[src/rtl/mem_wb_pipe_pkg.sv]
// rtl/mem_wb_pipe_pkg.sv - shared defaults and constants for the MEM/WB pipeline
package mem_wb_pipe_pkg;
  localparam int unsigned DEF_BUS_SIZE      = 32;
  localparam int unsigned DEF_MEM_ADDR_SIZE = 5;
  localparam int unsigned DEF_STAGES        = 1;
  localparam int unsigned DEF_CNT_SIZE      = 32;
  localparam int unsigned REG_ZERO          = 0;
endpackage

[src/rtl/mem_wb_pipe_wb_stage_reg.sv]
// rtl/mem_wb_pipe_wb_stage_reg.sv - one MEM/WB stage with sync reset, flush, enable and pass-through
import mem_wb_pipe_pkg::*;

module wb_stage_reg #(
  parameter int unsigned BUS_SIZE  = DEF_BUS_SIZE,
  parameter int unsigned ADDR_SIZE = DEF_MEM_ADDR_SIZE
) (
  input  logic                 i_clk,
  input  logic                 i_reset,
  input  logic                 i_flush,
  input  logic                 i_enable,
  input  logic                 i_valid,
  input  logic                 i_wb,
  input  logic                 i_mem_to_reg,
  input  logic [BUS_SIZE-1:0]  i_mem_result,
  input  logic [BUS_SIZE-1:0]  i_alu_result,
  input  logic [ADDR_SIZE-1:0] i_addr_wr,
  input  logic [BUS_SIZE-1:0]  i_wb_data,
  output logic                 o_valid,
  output logic                 o_wb,
  output logic                 o_mem_to_reg,
  output logic [BUS_SIZE-1:0]  o_mem_result,
  output logic [BUS_SIZE-1:0]  o_alu_result,
  output logic [ADDR_SIZE-1:0] o_addr_wr,
  output logic [BUS_SIZE-1:0]  o_wb_data
);
  logic                 valid_q, valid_d;
  logic                 wb_q, wb_d;
  logic                 mem_to_reg_q, mem_to_reg_d;
  logic [BUS_SIZE-1:0]  mem_result_q, mem_result_d;
  logic [BUS_SIZE-1:0]  alu_result_q, alu_result_d;
  logic [ADDR_SIZE-1:0] addr_wr_q, addr_wr_d;
  logic [BUS_SIZE-1:0]  wb_data_q, wb_data_d;

  // Flush outranks enable so a flushed edge never captures the incoming instruction.
  always_comb begin
    valid_d      = valid_q;
    wb_d         = wb_q;
    mem_to_reg_d = mem_to_reg_q;
    mem_result_d = mem_result_q;
    alu_result_d = alu_result_q;
    addr_wr_d    = addr_wr_q;
    wb_data_d    = wb_data_q;
    if (i_flush) begin
      valid_d      = 1'b0;
      wb_d         = 1'b0;
      mem_to_reg_d = 1'b0;
      mem_result_d = '0;
      alu_result_d = '0;
      addr_wr_d    = '0;
      wb_data_d    = '0;
    end else if (i_enable) begin
      valid_d      = i_valid;
      wb_d         = i_wb;
      mem_to_reg_d = i_mem_to_reg;
      mem_result_d = i_mem_result;
      alu_result_d = i_alu_result;
      addr_wr_d    = i_addr_wr;
      wb_data_d    = i_wb_data;
    end
  end

  always_ff @(posedge i_clk) begin
    if (i_reset) begin
      valid_q      <= 1'b0;
      wb_q         <= 1'b0;
      mem_to_reg_q <= 1'b0;
      mem_result_q <= '0;
      alu_result_q <= '0;
      addr_wr_q    <= '0;
      wb_data_q    <= '0;
    end else begin
      valid_q      <= valid_d;
      wb_q         <= wb_d;
      mem_to_reg_q <= mem_to_reg_d;
      mem_result_q <= mem_result_d;
      alu_result_q <= alu_result_d;
      addr_wr_q    <= addr_wr_d;
      wb_data_q    <= wb_data_d;
    end
  end

  assign o_valid      = valid_q;
  assign o_wb         = wb_q;
  assign o_mem_to_reg = mem_to_reg_q;
  assign o_mem_result = mem_result_q;
  assign o_alu_result = alu_result_q;
  assign o_addr_wr    = addr_wr_q;
  assign o_wb_data    = wb_data_q;
endmodule

[src/rtl/mem_wb_pipe.sv]
// rtl/mem_wb_pipe.sv - multi-stage MEM/WB register chain with forwarding lookup and retire counter
import mem_wb_pipe_pkg::*;

module mem_wb_pipe #(
  parameter int unsigned BUS_SIZE      = DEF_BUS_SIZE,
  parameter int unsigned MEM_ADDR_SIZE = DEF_MEM_ADDR_SIZE,
  parameter int unsigned STAGES        = DEF_STAGES,
  parameter int unsigned CNT_SIZE      = DEF_CNT_SIZE
) (
  input  logic                     i_clk,
  input  logic                     i_reset,
  input  logic                     i_enable,
  input  logic                     i_flush,
  input  logic                     i_valid,
  input  logic                     i_wb,
  input  logic                     i_mem_to_reg,
  input  logic [BUS_SIZE-1:0]      i_mem_result,
  input  logic [BUS_SIZE-1:0]      i_alu_result,
  input  logic [MEM_ADDR_SIZE-1:0] i_addr_wr,
  input  logic [MEM_ADDR_SIZE-1:0] i_rs_addr,
  input  logic [MEM_ADDR_SIZE-1:0] i_rt_addr,
  output logic                     o_wb,
  output logic [MEM_ADDR_SIZE-1:0] o_addr_wr,
  output logic [BUS_SIZE-1:0]      o_wb_data,
  output logic [BUS_SIZE-1:0]      o_mem_result,
  output logic [BUS_SIZE-1:0]      o_alu_result,
  output logic                     o_mem_to_reg,
  output logic                     o_fwd_rs_hit,
  output logic                     o_fwd_rt_hit,
  output logic [BUS_SIZE-1:0]      o_fwd_rs_data,
  output logic [BUS_SIZE-1:0]      o_fwd_rt_data,
  output logic [CNT_SIZE-1:0]      o_retired
);
  localparam int unsigned LAST = STAGES - 1;
  localparam logic [MEM_ADDR_SIZE-1:0] ZERO_ADDR = MEM_ADDR_SIZE'(REG_ZERO);

  logic                     st_valid [STAGES];
  logic                     st_wb    [STAGES];
  logic                     st_mtr   [STAGES];
  logic [BUS_SIZE-1:0]      st_mem   [STAGES];
  logic [BUS_SIZE-1:0]      st_alu   [STAGES];
  logic [MEM_ADDR_SIZE-1:0] st_addr  [STAGES];
  logic [BUS_SIZE-1:0]      st_wbd   [STAGES];

  logic [BUS_SIZE-1:0] in_wb_data;
  assign in_wb_data = i_mem_to_reg ? i_mem_result : i_alu_result;

  for (genvar k = 0; k < STAGES; k++) begin : g_stage
    logic                     v_in, w_in, m_in;
    logic [BUS_SIZE-1:0]      mem_in, alu_in, wbd_in;
    logic [MEM_ADDR_SIZE-1:0] addr_in;

    if (k == 0) begin : g_head
      assign v_in    = i_valid;
      assign w_in    = i_wb;
      assign m_in    = i_mem_to_reg;
      assign mem_in  = i_mem_result;
      assign alu_in  = i_alu_result;
      assign addr_in = i_addr_wr;
      assign wbd_in  = in_wb_data;
    end else begin : g_tail
      assign v_in    = st_valid[k-1];
      assign w_in    = st_wb[k-1];
      assign m_in    = st_mtr[k-1];
      assign mem_in  = st_mem[k-1];
      assign alu_in  = st_alu[k-1];
      assign addr_in = st_addr[k-1];
      assign wbd_in  = st_wbd[k-1];
    end

    wb_stage_reg #(
      .BUS_SIZE  (BUS_SIZE),
      .ADDR_SIZE (MEM_ADDR_SIZE)
    ) u_stage (
      .i_clk        (i_clk),
      .i_reset      (i_reset),
      .i_flush      (i_flush),
      .i_enable     (i_enable),
      .i_valid      (v_in),
      .i_wb         (w_in),
      .i_mem_to_reg (m_in),
      .i_mem_result (mem_in),
      .i_alu_result (alu_in),
      .i_addr_wr    (addr_in),
      .i_wb_data    (wbd_in),
      .o_valid      (st_valid[k]),
      .o_wb         (st_wb[k]),
      .o_mem_to_reg (st_mtr[k]),
      .o_mem_result (st_mem[k]),
      .o_alu_result (st_alu[k]),
      .o_addr_wr    (st_addr[k]),
      .o_wb_data    (st_wbd[k])
    );
  end

  // Scan oldest to youngest so the youngest matching stage overwrites and wins.
  always_comb begin
    o_fwd_rs_hit  = 1'b0;
    o_fwd_rs_data = '0;
    o_fwd_rt_hit  = 1'b0;
    o_fwd_rt_data = '0;
    for (int k = STAGES - 1; k >= 0; k--) begin
      if (st_valid[k] && st_wb[k]) begin
        if (i_rs_addr != ZERO_ADDR && st_addr[k] == i_rs_addr) begin
          o_fwd_rs_hit  = 1'b1;
          o_fwd_rs_data = st_wbd[k];
        end
        if (i_rt_addr != ZERO_ADDR && st_addr[k] == i_rt_addr) begin
          o_fwd_rt_hit  = 1'b1;
          o_fwd_rt_data = st_wbd[k];
        end
      end
    end
  end

  logic [CNT_SIZE-1:0] retired_q, retired_d;

  always_comb begin
    retired_d = retired_q;
    if (i_enable && !i_flush && st_valid[LAST] && st_wb[LAST])
      retired_d = retired_q + CNT_SIZE'(1);
  end

  always_ff @(posedge i_clk) begin
    if (i_reset) retired_q <= '0;
    else         retired_q <= retired_d;
  end

  assign o_wb         = st_valid[LAST] && st_wb[LAST];
  assign o_addr_wr    = st_addr[LAST];
  assign o_wb_data    = st_wbd[LAST];
  assign o_mem_result = st_mem[LAST];
  assign o_alu_result = st_alu[LAST];
  assign o_mem_to_reg = st_mtr[LAST];
  assign o_retired    = retired_q;
endmodule

[config.mk]
export PLATFORM = sky130hd
export DESIGN_NAME = mem_wb_pipe
export DESIGN_NICKNAME = d
export VERILOG_FILES = /design/src/rtl/mem_wb_pipe_pkg.sv /design/src/rtl/mem_wb_pipe_wb_stage_reg.sv /design/src/rtl/mem_wb_pipe.sv
export SDC_FILE = /design/constraint.sdc
export NUM_CORES = 1
export LEC_CHECK = 0
export ABC_AREA = 1
export BUFFER_PORTS_ARGS = -buffer_cell sky130_fd_sc_hd__buf_2
export CAP_MARGIN = 5
export CORE_MARGIN = 2
export CORE_UTILIZATION = 50
export DETAILED_ROUTE_END_ITERATION = 10
export GPL_TIMING_DRIVEN = 0
export HOLD_SLACK_MARGIN = 0.03
export PLACE_DENSITY = 0.88
export SYNTH_ARGS = -nofsm -noshare
export SYNTH_HDL_FRONTEND = slang
export SYNTH_SLANG_ARGS = --single-unit
[constraint.sdc]
create_clock -name i_clk -period 2.2 [get_ports i_clk]
set_clock_uncertainty 0.15 [all_clocks]
set_input_delay 0.44 -clock i_clk [delete_from_list [all_inputs] [get_ports i_clk]]
set_output_delay 0.44 -clock i_clk [all_outputs]
set_load 0.02 [all_outputs]
==> impl_metrics.tcl <==
set metrics [dict create \
    overflow 0 \
    power_switching_mw 1.66 \
    cp_max_fo 8 \
    htreeDepth 4 \
    ys_types 31 \
    netlist_instances 912 \
    ys_seq_area_share_pct 43.9 \
    num_vias 7816 \
    cts-root-buf "clkbuf_16" \
    r2r_start "o_retired[0]" \
    power.internal_mw 4.62 \
    hold_path.class "input port to register" \
    dieArea_mm2 0.0133 \
    path_clk_slew_ns 0.06 \
    dp.final_hpwl_um 16100 \
    portBuffers 284 \
    setup_viol 66 \
    power_frac_comb_pct 10.3 \
    clock.fmax_ghz 0.407 \
    tightest_slew_ns 0.628 \
    viasPerCell 5.54 \
    critical_path.max_stage_delay_ns 0.36 \
    synth.avg_cell_area_um2 6.80 \
    wirelength_um 26100 \
    status "complete, but fails checks" \
    critPathSlowestCell "dfxtp_4" \
    drtIter0Drc 862 \
    initial_utilization_pct 51.4 \
    rows 40 \
    cp-startpoint "g_stage[0].u_stage.o_addr_wr[2]" \
    synth_seq_cells 136 \
    fp.coreArea_mm2 0.0121 \
    clockBufferDepth 2 \
    clkPwrFrac_pct 48.6 \
    required_ns 1.61 \
    hold_start "i_wb" \
    crit_type "register to primary output" \
    dieHeight_um 115 \
    netSwitchingFraction_pct 26.5 \
    hold_viol 0 \
    drive_gt1_share_pct 36.1 \
    num-fill-cells 790 \
    path_cells "xor2_1 > a211oi_2 > nand3_2 > buf_12 > clkbuf_16 > nor2_4 > buf_6" \
    fin_crit_sh_pct 112 \
    wire_per_inst_um 18.5 \
    drc 0 \
    ir_worst_vdd_mv 0.535 \
    synthToLayoutAreaGrowth_pct 52.6 \
    layoutNonFillerInstCount 1411 \
    cp_num_buf_inv 3 \
    placed_cells 1364 \
    endpoint_kind "primary output" \
    arrival_ns 1.87 \
    die_w_um 115 \
    nets 1316 \
    tritoncts "yes" \
    seqPwrFrac_pct 41.1 \
    syn_nets 999 \
    cap_violations 0 \
    track_usage_pct 34.2 \
    rsz0062_at_grt "yes" \
    clkLatencyLatePin_ns 0.42 \
    cts_buffers 17 \
    io_pins 287 \
    final-max-slew-violation-count 0 \
    antenna_left 0 \
    slew_headroom_pct 58.1 \
    final_util_pct 78.5 \
    violations "negative setup slack" \
    grt_pass1_wl_um 35200 \
    grt_pass1_vias 6994 \
    fin_ws_ns -0.256 \
    gp_routability_congestion 0.901 \
    start_kind "register" \
    leakagePower_nw 4.28 \
    period_minus_slack_ns 2.46 \
    grt_max_degree 17 \
    powerDensity_mw_per_mm2 664 \
    post-place-ws_ns -0.263 \
    netlist_area_mm2 0.00620 \
    synth-warning-count 0 \
    antenna_found_initial 1 \
    cts_sinks 136 \
    drt-pass1-iter-count 6 \
    cp_top_family "buffers and inverters" \
]
[final timing paths]
path / to / slack [ns] / depth (start not counted)
setup / recovery: o_fwd_rt_data[14] / -0.26 / 7
hold reg to reg: g_stage[0].u_stage.o_alu_result[22] / 0.31 / 2
setup reg to reg: o_retired[28] / 0.45 / 8
hold / removal: g_stage[0].u_stage.o_wb / 0.11 / 3
[stage by stage]
stage | area, µm² | setup TNS [ns] | power [mW] | hold WS, ns
4_1_cts | 8940 | -11.82 | 6.20 | 0.0926
3_5_place_dp | 7840 | -10.40 | 3.21 | 0.300
2_1_floorplan | 6200 | 0 | 2.96 | 0.303
6_report | 9470 | -11.61 | 6.28 | 0.106
5_1_grt | 9470 | -17.57 | 6.42 | 0.117
3_3_place_gp | 7840 | -9.23 | 3.20 | 0.296
[cells by family (layout without fill, tap and decap cells)]
| family | count (synthesis) | count (layout) | synth area share, % |
|---|---|---|---|
| DFF | 136 | 136 | 43.9 |
| adders and majority gates | 1 | 1 | 0.202 |
| xor gates and xnor gates | 6 | 6 | 0.847 |
| and+or+nand+nor | 472 | 472 | 32.2 |
| other | 0 | 1 | 0 |
| buffers and inverters | 131 | 461 | 8.89 |
| AOI/OAI and AO/OA | 166 | 166 | 13.9 |
[power groups by stage]
stage | Sequential, mW | Combinational, mW | Clock, mW
after floorplan | 2.71 | 0.251 | 0
after global placement | 2.63 | 0.573 | 0
after detailed placement | 2.63 | 0.581 | 0
after CTS | 2.58 | 0.594 | 3.03
after global routing | 2.59 | 0.685 | 3.15
final | 2.58 | 0.645 | 3.05
[worst register-to-register path: stages, from the launching register on]
cell and delay [ns]:
dfxtp_1 0.42, ha_1 0.23, nand2_1 0.11, nor2_1 0.12
nand3_1 0.15, nor2_2 0.19, nand3_1 0.12, nor2_1 0.12
nor2_1 0.05
[layout make-up]
cell class	instances	area, µm²	area share, %
diodes	1	2.50	0.0264
multi-input cells	645	3290	34.7
plain buffers	47	309	3.26
clock buffers	20	467	4.93
clock inverters	12	163	1.72
inverters	84	320	3.38
repair buffers	298	1980	20.9
well taps	168	210	2.22
flip-flops and latches	136	2730	28.8
[cell usage in the layout (no fill, tap or decap), types with 4 or more instances in the layout]
cell type,instances
nand3_1,29
o21ai_0,38
nor2_2,14
xor2_1,6
inv_1,77
nor3_1,6
a211oi_1,6
dfxtp_1,132
buf_6,57
buf_4,21
nor2_1,73
clkbuf_1,20
buf_2,235
buf_12,5
inv_2,6
nand4_1,10
inv_6,4
a21oi_1,112
nand2_1,275
nor2_4,56
clkbuf_16,20
[routing by layer]
metal | wire length, µm | vias up | GRT usage [%]
li1 | - | 3525 | -
met1 | 9460 | 3576 | 39.6
met2 | 12800 | 584 | 60.0
met3 | 2450 | 131 | 8.49
met4 | 1320 | 0 | 14.1
met5 | 0 | - | 0
[what timing repair did]
item | in CTS | in global routing
cloned | 0 | 3
setup buffers | 7 | 4
setup endpoints to repair | 66 | 66
pin swaps | 5 | 3
resized for setup | 133 | 108
hold buffers | 0 | 0
[Yosys cell counts (all sizes together)]
cell type / count / share of area (%)
a21oi: 112 / 9.0
nor3: 9 / 0.89
ha: 1 / 0.20
inv: 83 / 5.0
o211a: 1 / 0.16
buf: 27 / 2.6
nand2: 277 / 17
o21a: 1 / 0.12
o21bai: 1 / 0.12
a211oi: 7 / 0.85
nand3: 33 / 3.0
clkinv: 1 / 0.081
o21ai: 42 / 3.4
clkbuf: 20 / 1.2
xor2: 6 / 0.85
nor2: 143 / 10
dfxtp: 136 / 44
nand4: 10 / 1.0
o22ai: 2 / 0.20
No activity file was read; power rests on OpenSTA's default activity.
